## src/rtl/cpu_fetch_pkg.sv

```systemverilog
// cpu_fetch_pkg: shared definitions for the moxie instruction fetch unit.
//   FETCH_RESET_PC - default fetch address after reset
//   fetch_state_t  - request FSM states (one read outstanding at most)
//   is_long_op()   - true when an opcode's upper byte selects a 48-bit form
//                    (opcode + 32-bit operand); decode and the assembler use
//                    the same list.
package cpu_fetch_pkg;

  localparam logic [31:0] FETCH_RESET_PC = 32'h0000_1000;

  typedef enum logic {
    S_IDLE,
    S_WAIT
  } fetch_state_t;

  // Anything not in this list, including every opcode with bit 15 set,
  // is a 16-bit short form.
  function automatic logic is_long_op(input logic [7:0] op);
    case (op)
      8'h01, 8'h03, 8'h08, 8'h09, 8'h0C, 8'h0D, 8'h1A, 8'h1B, 8'h1D,
      8'h1F, 8'h20, 8'h22, 8'h24, 8'h36, 8'h37, 8'h38, 8'h39:
        is_long_op = 1'b1;
      default:
        is_long_op = 1'b0;
    endcase
  endfunction

endpackage

```

## src/rtl/cpu_fetch_queue.sv

```systemverilog
// cpu_fetch_queue: halfword prefetch FIFO.
//   clk, rst_n     - clock, synchronous active-low reset
//   flush          - empty the queue (wins over push and pop)
//   push_cnt       - 0/1/2 halfwords written this cycle
//   push_first     - halfword written at the tail
//   push_second    - halfword written behind it when push_cnt == 2
//   pop_cnt        - 0/1/3 halfwords removed from the head this cycle
//   head0..head2   - peek of the three oldest entries
//   count          - number of valid halfwords
module cpu_fetch_queue
  import cpu_fetch_pkg::*;
#(
  parameter int DEPTH = 8
) (
  input  logic                     clk,
  input  logic                     rst_n,
  input  logic                     flush,
  input  logic [1:0]               push_cnt,
  input  logic [15:0]              push_first,
  input  logic [15:0]              push_second,
  input  logic [1:0]               pop_cnt,
  output logic [15:0]              head0,
  output logic [15:0]              head1,
  output logic [15:0]              head2,
  output logic [$clog2(DEPTH):0]   count
);

  localparam int AW = $clog2(DEPTH);
  localparam int CW = AW + 1;

  logic [15:0]   mem [DEPTH];
  logic [AW-1:0] rd_ptr;
  logic [AW-1:0] wr_ptr;

  // Pointers wrap naturally because DEPTH is a power of two.
  always_ff @(posedge clk) begin
    if (!rst_n || flush) begin
      rd_ptr <= '0;
      wr_ptr <= '0;
      count  <= '0;
    end else begin
      wr_ptr <= wr_ptr + AW'(push_cnt);
      rd_ptr <= rd_ptr + AW'(pop_cnt);
      count  <= count + CW'(push_cnt) - CW'(pop_cnt);
    end
  end

  // Storage needs no reset; only entries below count are ever observed.
  always_ff @(posedge clk) begin
    if (push_cnt != 2'd0) mem[wr_ptr] <= push_first;
    if (push_cnt == 2'd2) mem[wr_ptr + AW'(1)] <= push_second;
  end

  assign head0 = mem[rd_ptr];
  assign head1 = mem[rd_ptr + AW'(1)];
  assign head2 = mem[rd_ptr + AW'(2)];

endmodule

```

## src/rtl/cpu_fetch.sv

```systemverilog
// cpu_fetch: instruction fetch unit for the moxie core.
//   clk_i, rst_i            - clock, synchronous active-low reset
//   imem_req_o/imem_addr_o  - word read request, held stable until ack
//   imem_ack_i/imem_data_i  - read data, big-endian halfword pair
//   branch_i/branch_target_i- redirect to a halfword-aligned PC
//   stall_i                 - decode cannot accept a new instruction
//   opcode_o/operand_o      - assembled instruction (operand 0 for short forms)
//   valid_o/pc_o            - instruction valid and its address
module cpu_fetch
  import cpu_fetch_pkg::*;
#(
  parameter int          QUEUE_DEPTH = 8,
  parameter logic [31:0] RESET_PC    = FETCH_RESET_PC
) (
  input  logic        clk_i,
  input  logic        rst_i,
  output logic        imem_req_o,
  output logic [31:0] imem_addr_o,
  input  logic        imem_ack_i,
  input  logic [31:0] imem_data_i,
  input  logic        branch_i,
  input  logic [31:0] branch_target_i,
  input  logic        stall_i,
  output logic [15:0] opcode_o,
  output logic [31:0] operand_o,
  output logic        valid_o,
  output logic [31:0] pc_o
);

  localparam int CW = $clog2(QUEUE_DEPTH) + 1;
  localparam logic [CW-1:0] ISSUE_LIMIT = CW'(QUEUE_DEPTH - 2);

  fetch_state_t  state;
  fetch_state_t  state_next;
  logic          issue;
  logic          take;
  logic [31:0]   fetch_addr;
  logic [31:0]   req_addr;
  logic [31:0]   head_pc;
  logic          skip;
  logic          kill;
  logic [1:0]    push_cnt;
  logic [15:0]   push_first;
  logic [1:0]    pop_cnt;
  logic [15:0]   head0;
  logic [15:0]   head1;
  logic [15:0]   head2;
  logic [CW-1:0] count;
  logic          load;
  logic          head_long;
  logic          can_short;
  logic          can_long;

  cpu_fetch_queue #(
    .DEPTH(QUEUE_DEPTH)
  ) queue (
    .clk         (clk_i),
    .rst_n       (rst_i),
    .flush       (branch_i),
    .push_cnt    (push_cnt),
    .push_first  (push_first),
    .push_second (imem_data_i[15:0]),
    .pop_cnt     (pop_cnt),
    .head0       (head0),
    .head1       (head1),
    .head2       (head2),
    .count       (count)
  );

  always_ff @(posedge clk_i) begin
    if (!rst_i) state <= S_IDLE;
    else        state <= state_next;
  end

  // Issuing only with two free slots guarantees an ack can always be pushed.
  // An ack that arrives while kill is set, or together with a branch,
  // belongs to a stale address and is dropped.
  always_comb begin
    state_next = state;
    issue      = 1'b0;
    take       = 1'b0;
    case (state)
      S_IDLE: begin
        if (!branch_i && count <= ISSUE_LIMIT) begin
          issue      = 1'b1;
          state_next = S_WAIT;
        end
      end
      S_WAIT: begin
        if (imem_ack_i) begin
          state_next = S_IDLE;
          take       = !kill && !branch_i;
        end
      end
      default: state_next = S_IDLE;
    endcase
  end

  assign imem_req_o  = (state == S_WAIT);
  assign imem_addr_o = req_addr;

  // A set skip flag means the fetch started at the odd halfword of the word.
  assign push_cnt   = take ? (skip ? 2'd1 : 2'd2) : 2'd0;
  assign push_first = skip ? imem_data_i[15:0] : imem_data_i[31:16];

  always_comb begin
    head_long = is_long_op(head0[15:8]);
    can_short = !head_long && (count >= CW'(1));
    can_long  = head_long && (count >= CW'(3));
    load      = (!valid_o || !stall_i) && !branch_i;
    pop_cnt   = 2'd0;
    if (load) begin
      if (can_short)     pop_cnt = 2'd1;
      else if (can_long) pop_cnt = 2'd3;
    end
  end

  // req_addr is captured at issue so a branch during WAIT cannot disturb
  // the address the memory is still working on.
  always_ff @(posedge clk_i) begin
    if (!rst_i) begin
      fetch_addr <= RESET_PC & ~32'h3;
      skip       <= RESET_PC[1];
      kill       <= 1'b0;
      req_addr   <= '0;
    end else begin
      if (issue) req_addr <= fetch_addr;
      if (branch_i) begin
        fetch_addr <= branch_target_i & ~32'h3;
        skip       <= branch_target_i[1];
      end else if (take) begin
        fetch_addr <= fetch_addr + 32'd4;
        skip       <= 1'b0;
      end
      if (state == S_WAIT && imem_ack_i) kill <= 1'b0;
      else if (state == S_WAIT && branch_i) kill <= 1'b1;
    end
  end

  always_ff @(posedge clk_i) begin
    if (!rst_i) begin
      valid_o   <= 1'b0;
      opcode_o  <= '0;
      operand_o <= '0;
      pc_o      <= '0;
      head_pc   <= RESET_PC;
    end else if (branch_i) begin
      valid_o <= 1'b0;
      head_pc <= branch_target_i;
    end else if (load) begin
      if (can_short) begin
        valid_o   <= 1'b1;
        opcode_o  <= head0;
        operand_o <= '0;
        pc_o      <= head_pc;
        head_pc   <= head_pc + 32'd2;
      end else if (can_long) begin
        valid_o   <= 1'b1;
        opcode_o  <= head0;
        operand_o <= {head1, head2};
        pc_o      <= head_pc;
        head_pc   <= head_pc + 32'd6;
      end else begin
        valid_o <= 1'b0;
      end
    end
  end

endmodule

```

## config.mk

```make
export PLATFORM = sky130hd
export DESIGN_NAME = cpu_fetch
export DESIGN_NICKNAME = d
export VERILOG_FILES = /design/src/rtl/cpu_fetch_pkg.sv /design/src/rtl/cpu_fetch_queue.sv /design/src/rtl/cpu_fetch.sv
export SDC_FILE = /design/constraint.sdc
export NUM_CORES = 1
export LEC_CHECK = 0
export ABC_CLOCK_PERIOD_IN_PS = 6200
export CAP_MARGIN = 20
export CORE_ASPECT_RATIO = 0.8
export CORE_MARGIN = 10
export CORE_UTILIZATION = 30
export CTS_CLUSTER_SIZE = 40
export DETAILED_ROUTE_END_ITERATION = 12
export GPL_TIMING_DRIVEN = 0
export PLACE_DENSITY = 0.52
export SLEW_MARGIN = 20
export SYNTH_ARGS = -nofsm -noshare
export SYNTH_HDL_FRONTEND = slang
export SYNTH_SLANG_ARGS = --single-unit
```

## constraint.sdc

```tcl
create_clock -name clk_i -period 6.2 [get_ports clk_i]
set_input_delay 1.55 -clock clk_i [delete_from_list [all_inputs] [get_ports clk_i]]
set_output_delay 1.55 -clock clk_i [all_outputs]
set_load 0.005 [all_outputs]
```

==> results of run 1 <==
-- layer usage --
metal / wire length [µm] / vias to the layer above / GRT usage / part of all wire
met3: 6350 / 71 / 0.0584 / 0.11
met5: 0 / - / 0 / 0
met2: 24700 / 573 / 0.264 / 0.43
met1: 25700 / 6489 / 0.246 / 0.44
met4: 1200 / 0 / 0.0502 / 0.021
li1: - / 6239 / - / -
-- cell families after synthesis --
group	count (synthesis)	share of synthesized area
other	1	0.000235
adders and majority gates	18	0.0165
AOI/OAI and AO/OA	414	0.159
muxes	132	0.139
xor gates and xnor gates	40	0.0220
buffers and inverters	152	0.0390
and+or+nand+nor	537	0.149
DFF	314	0.475
-- power by group --
group,switching [mW],internal (mW)
registers,0.123,2.32
logic,1.01,0.782
clock network,0.930,1.36
total,2.07,4.47
-- sequential cells by signal, indices dropped and copies added (netlist names) --
register      cells
fetch_addr       30
head_pc          32
imem_addr_o      30
imem_req_o        1
kill              1
opcode_o         16
operand_o        32
pc_o             32
queue.count       4
queue.mem       128
queue.rd_ptr      3
queue.wr_ptr      3
skip              1
valid_o           1
-- area by class of cell --
class	instances	area [µm²]
Fill cell	5231	32700
Multi-Input combinational cell	1143	7840
Sequential cell	314	7570
Timing Repair Buffer	170	1730
Clock buffer	51	1050
Tap cell	693	867
Buffer	126	527
Clock inverter	18	215
Inverter	26	97.6
Antenna cell	1	2.50
-- final timing paths --
path | slack, ns | to | cells after the start
max reg2reg | 0.89 | queue.count[3] | 15
min | 0.46 | pc_o[23] | 2
min reg2reg | 0.46 | pc_o[23] | 2
max | 0.89 | queue.count[3] | 15
-- critical path, delay by kind of cell (launching register included) --
| kind | cells | cell delay, ns |
|---|---|---|
| AO/OA/AOI/OAI | 5 | 0.81 |
| XOR/XNOR | 1 | 0.13 |
| adder cells (fa/ha/maj) | 2 | 0.76 |
| buffers and inverters | 3 | 1.28 |
| flip-flops | 1 | 0.46 |
| multiplexers | 2 | 0.93 |
| AND/OR/NAND/NOR | 2 | 0.80 |
-- layout by cell type (no fill, tap or decap), types with 29 or more instances in the layout --
master / instances
a21oi_1: 175
clkbuf_16: 39
nor2b_1: 38
nand2_1: 214
mux2_2: 36
o21ai_0: 59
clkbuf_1: 94
edfxtp_1: 128
a22oi_1: 32
dfxtp_1: 186
a21boi_0: 55
mux4_2: 57
clkdlybuf4s50_1: 163
nor2_1: 175
nand3_1: 29
==> impl_metrics.py, run 1 <==
metrics = {
    "global_routing": {
        "overflow": 0,
        "grt_pass1_wl_um": 85600,
        "grt_max_degree": 17,
        "track_usage": 0.179,
        "antenna_found_initial": 1,
        "grt_pass1_vias": 13098,
    },
    "yosys": {
        "yosysMostFrequentCell": "nand2_1",
        "synthCells": 1608,
        "netlist_top_cells_area": "edfxtp_1 24%, dfxtp_1 23%, mux4_2 8.1%",
        "yosysTopAreaCell": "edfxtp_1",
        "synth_top_flop_cell": "dfxtp_1",
        "yosysWarnings": 0,
        "synth_area_mm2": 0.0159,
        "syn_area_per_cell_um2": 9.91,
        "synth_top_area_share": 0.241,
        "async_reset_ff_frac": 0,
        "synth_seq_area_share": 0.475,
        "ys_ff_latch": 314,
        "yosys-top-cells-count": "214 x nand2_1, 186 x dfxtp_1, 175 x a21oi_1, 175 x nor2_1, 128 x edfxtp_1",
        "synth.distinct_cells": 65,
        "synth_edf_count": 128,
    },
    "clock_network": {
        "cts_max_level": 2,
        "postCtsHoldBufs": 0,
        "clkSinkCount": 314,
        "cts-resized-gates": 0,
        "clock-root-buffer": "clkbuf_16",
        "clk_path_buf_depth": 3,
        "clk_pin_slew_ns": 0.06,
        "cts_tree": "yes",
        "cts_made_buffers": 38,
        "cts_setup_buffers": 0,
        "clock_latency_ns": 0.57,
    },
    "outcome": {
        "status": "finished clean",
    },
    "sta": {
        "skew_ns": 0.0340,
        "grt_setup_unrepaired": "false",
        "setup_ws_ns": 0.891,
        "post-route-period-util": 0.856,
        "slew_violations": 0,
        "max_clock_freq_mhz": 188,
        "worst_pin_slew_ns": 1.07,
        "holdWs_ns": 0.456,
        "hold_viol_final": 0,
        "setup_violations": 0,
        "layout_min_cycle_time_ns": 5.31,
        "setup_tns_ns": 0,
        "relSlewSlack": 0.284,
    },
    "worst_setup_path": {
        "critPathCaptureType": "flip-flop",
        "cp.arrival_ns": 5.74,
        "crit_required_ns": 6.64,
        "cp_max_fo": 10,
        "slowest_stage": "nor3_1",
        "rr_startpoint": "queue.rd_ptr[2]",
        "cpPeakStageDelay_ns": 0.75,
        "startpoint_type": "flip-flop",
        "crit_type": "flip-flop to flip-flop",
        "crit_start": "queue.rd_ptr[2]",
        "crit_path_frequent_cell": "clkbuf_1",
        "crit_chain": "clkbuf_1 > mux4_1 > mux2i_4 > o211ai_1 > a21bo_2 > a221oi_1 > nor3_1 > clkbuf_1 > fa_1 > inv_1 > ha_1 > a21o_1 > a21oi_1 > xnor2_1 > nor2_1",
    },
    "power_and_ir_drop": {
        "power_density_mw_per_mm2": 328,
        "finalPower_mw": 6.54,
        "p_leak_nw": 6.65,
        "ir_drop_uv": 149,
    },
    "route": {
        "detail_route.iter0.violations": 1340,
        "vias": 13372,
        "wl_per_cell_um": 22.8,
        "ant_nets": 0,
        "dr.pass1.iters": 5,
        "wirelength_um": 58000,
        "post-route-drc-count": 0,
        "viasPerCell": 5.26,
    },
    "floorplanning": {
        "ios": 183,
        "die_height_um": 226,
        "initial_core_util": 0.303,
        "row_count": 75,
        "core_mm2": 0.0526,
        "die_w_um": 278,
        "die_area_mm2": 0.0628,
    },
    "layout": {
        "syn2layout_area_growth_pct": 24.8,
        "post-route-util": 0.379,
        "drive_above_1_share": 0.106,
        "nets": 1906,
        "instances_no_fill": 2542,
        "fin_area_mm2": 0.0199,
    },
    "placed_design": {
        "placed_area_mm2": 0.0186,
        "place_ws_ns": 0.450,
        "io_buffers": 163,
        "gp_congestion": 0.924,
        "dp_hpwl_um": 44300,
        "dp_cells": 2472,
    },
    "run": {
        "cap_violations": 0,
    },
    "hold_path": {
        "min-delay-start": "pc_o[23]",
        "min_path_type": "flip-flop to flip-flop",
    },
}
(Power assumes the default switching activity.)
==> run 2, diff against run 1 <==
--- a/config.mk
+++ b/config.mk
@@ -6,4 +6,5 @@
 export NUM_CORES = 1
 export LEC_CHECK = 0
+export ABC_AREA = 1
 export ABC_CLOCK_PERIOD_IN_PS = 6200
 export CAP_MARGIN = 20
==> constraint.sdc (replaced) <==
create_clock -name clk_i -period 6.2 [get_ports clk_i]
set_input_delay 0.93 -clock clk_i [delete_from_list [all_inputs] [get_ports clk_i]]
set_output_delay 0.93 -clock clk_i [all_outputs]
set_load 0.005 [all_outputs]
==> run 2 against run 1 <==
Final cell count up 32%. Synthesized cell count is 46% higher. Die area grew 5.9%. Core utilization down 0.12 points. Hold slack better by 0.015 ns. First-iteration DRC count rose by 39%. Worst setup slack better by 0.47 ns. Cell area increased by 5.4%. Global-route usage increased by 3.1 points. Sequential power is 13% higher. Critical path type unchanged. Critical endpoint is now head_pc[29]. Largest power group unchanged.
==> impl_metrics.py, run 2 <==
metrics = {
    "sta": {
        "post-route-period-util": 0.781,
        "relSlewSlack": 0.453,
        "setup_ws_ns": 1.36,
        "layout_min_cycle_time_ns": 4.84,
        "hold_viol_final": 0,
        "worst_pin_slew_ns": 0.820,
        "max_clock_freq_mhz": 207,
        "skew_ns": 0.0386,
        "grt_setup_unrepaired": "false",
        "slew_violations": 0,
        "setup_violations": 0,
    },
    "yosys": {
        "synth_seq_area_share": 0.446,
        "syn_area_per_cell_um2": 7.23,
        "synthCells": 2345,
        "async_reset_ff_frac": 0,
        "synth_edf_count": 128,
        "synth_area_mm2": 0.0170,
        "synth_mux_area_frac": 0,
        "synth_top_flop_cell": "dfxtp_1",
        "synth-simple-area-share": 0.252,
        "synth_compound_area_frac": 0.176,
        "netlist_top_cells_area": "edfxtp_1 23%, dfxtp_1 22%, nand2_1 14%",
        "synth_top_family_by_area": "simple AND/OR/NAND/NOR gates",
        "synth_top_area_share": 0.227,
        "yosysTopAreaCell": "edfxtp_1",
        "yosysWarnings": 0,
        "ys_ff_latch": 314,
        "yosysMostFrequentCell": "nand2_1",
        "synthAdderAreaFrac": 0.0155,
        "synth_xor_area_frac": 0.0248,
        "synth.distinct_cells": 47,
        "yosys-top-cells-count": "622 x nand2_1, 331 x o21ai_0, 301 x nor2_1",
    },
    "worst_setup_path": {
        "cp.arrival_ns": 5.32,
        "cp_max_fo": 10,
        "critPathCaptureType": "flip-flop",
        "slowest_stage": "dfxtp_1",
        "crit_path_frequent_cell": "nand2_1",
        "path_buf_inv": 7,
        "startpoint_type": "flip-flop",
        "cpPeakStageDelay_ns": 0.41,
        "crit_required_ns": 6.68,
        "critPathTopFamily": "simple AND/OR/NAND/NOR gates",
        "crit_type": "flip-flop to flip-flop",
    },
    "route": {
        "wl_per_cell_um": 21.8,
        "wl_met2_um": 30100,
        "vias": 17011,
        "post-route-drc-count": 0,
        "ant_nets": 0,
        "top_layer_used": "met5",
        "viasPerCell": 5.07,
        "detail_route.iter0.violations": 1858,
        "wirelength_um": 73000,
        "wl_met3_um": 7640,
        "detail_route.wirelength.met1_um": 34000,
        "dr.pass1.iters": 8,
    },
    "clock_network": {
        "cts_max_level": 2,
        "postCtsHoldBufs": 0,
        "cts_made_buffers": 36,
        "clock-root-buffer": "clkbuf_16",
        "cts-resized-gates": 0,
        "clk_pin_slew_ns": 0.06,
        "cts_setup_buffers": 0,
        "cts_tree": "yes",
        "clock_latency_ns": 0.56,
        "clkSinkCount": 314,
        "clk_path_buf_depth": 3,
    },
    "power_and_ir_drop": {
        "pwr-share-seq": 0.375,
        "sw_frac_of_total": 0.357,
        "intPower_mw": 4.73,
        "power_density_mw_per_mm2": 351,
        "pwr-share-comb": 0.344,
        "p_switching_mw": 2.63,
        "finalPower_mw": 7.36,
        "ir_drop_uv": 239,
        "p_clk_frac": 0.281,
        "p_leak_nw": 8.38,
    },
    "layout": {
        "layout_commonest_cell": "nand2_1",
        "largest_register_ffs": 128,
        "diodes": 0,
        "syn2layout_area_growth_pct": 23.7,
        "post-route-util": 0.377,
        "drive_above_1_share": 0.0560,
        "most-common-layout-cells": "622 x nand2_1, 327 x o21ai_0, 301 x nor2_1",
        "fillers": 5807,
        "regMostFlops": "queue.mem",
        "fin_area_mm2": 0.0210,
        "nets": 2666,
    },
    "global_routing": {
        "antenna_found_initial": 1,
        "grt_max_degree": 14,
        "grt_pass1_vias": 15825,
        "track_usage": 0.211,
        "overflow": 0,
        "grt_pass1_wl_um": 105000,
    },
    "floorplanning": {
        "row_count": 77,
        "ios": 183,
        "core_mm2": 0.0556,
        "die_height_um": 233,
        "die_area_mm2": 0.0665,
        "initial_core_util": 0.305,
        "die_w_um": 286,
    },
    "run": {
        "cap_violations": 0,
    },
    "placed_design": {
        "gp_congestion": 0.964,
        "dp_hpwl_um": 58200,
        "io_buffers": 179,
        "placed_area_mm2": 0.0199,
        "place_ws_ns": 1.43,
    },
    "outcome": {
        "status": "finished clean",
    },
    "hold_path": {
        "min_path_type": "flip-flop to flip-flop",
    },
}
## run 2: changes by cell type after synthesis, sizes merged, moves of 31 or more
cell    change
mux4       -64
nor2b      -38
nor2      +130
inv       +167
nand3      +41
a21oi      -73
a21boi     -65
a22oi      -32
mux2i      -31
mux2       -37
nand2     +413
o21ai     +283
## run 2: path summary, 6_finish.rpt
check	startpoint	to	slack [ns]	depth (start not counted)
setup / recovery	queue.rd_ptr[0]	head_pc[29]	1.36	26
hold reg to reg	kill	kill	0.47	2
setup reg to reg	queue.rd_ptr[0]	head_pc[29]	1.36	26
hold / removal	kill	kill	0.47	2
## run 2: logic make-up (layout without fill, tap and decap cells)
group                    Yosys count  count (layout)
AND/OR/NAND/NOR                 1068            1068
flip-flops                       314             314
adder cells (fa/ha/maj)           18              18
XOR/XNOR                          48              48
buffers and inverters            343             603
AO/OA/AOI/OAI                    553             553
other                              1               2
## run 2: final cells by class
type	instances	area [µm²]	area share
well taps	750	938	0.0447
repair buffers	195	1910	0.0911
multi-input cells	1689	8000	0.381
clock inverters	18	126	0.00602
clock buffers	47	995	0.0474
flip-flops and latches	314	7570	0.361
inverters	197	742	0.0354
plain buffers	146	697	0.0332
## run 2: layer usage
metal	global-route usage	up-vias
li1	-	8216
met1	0.299	7931
met2	0.304	772
met3	0.0679	88
met4	0.0465	4
met5	0	-
## run 2: worst min-delay path, stage by stage (launching register included)
cell     delay (ns)
dfxtp_1        0.33
a21oi_1        0.04
nor2_1         0.07
## run 2: power by group through the flow
| stage | clock, mW | combinational [mW] | sequential, mW |
|---|---|---|---|
| after detailed placement | 0 | 2.53 | 2.80 |
| after floorplan | 0 | 1.40 | 2.75 |
| after global routing | 2.19 | 2.83 | 2.80 |
| after global placement | 0 | 2.52 | 2.79 |
| after CTS | 2.10 | 2.54 | 2.76 |
| final | 2.07 | 2.53 | 2.76 |
## run 2: per-stage QoR
| stage | cells | hold WS (ns) | setup TNS [ns] |
|---|---|---|---|
| finish | 3356 | 0.471 | 0 |
| global route | 3356 | 0.506 | 0 |
| CTS | 3356 | 0.473 | 0 |
| detailed placement | 3291 | 0.458 | 0 |
| global placement | 3275 | 0.450 | -1.54 |
| floorplan | 2346 | 0.438 | 0 |
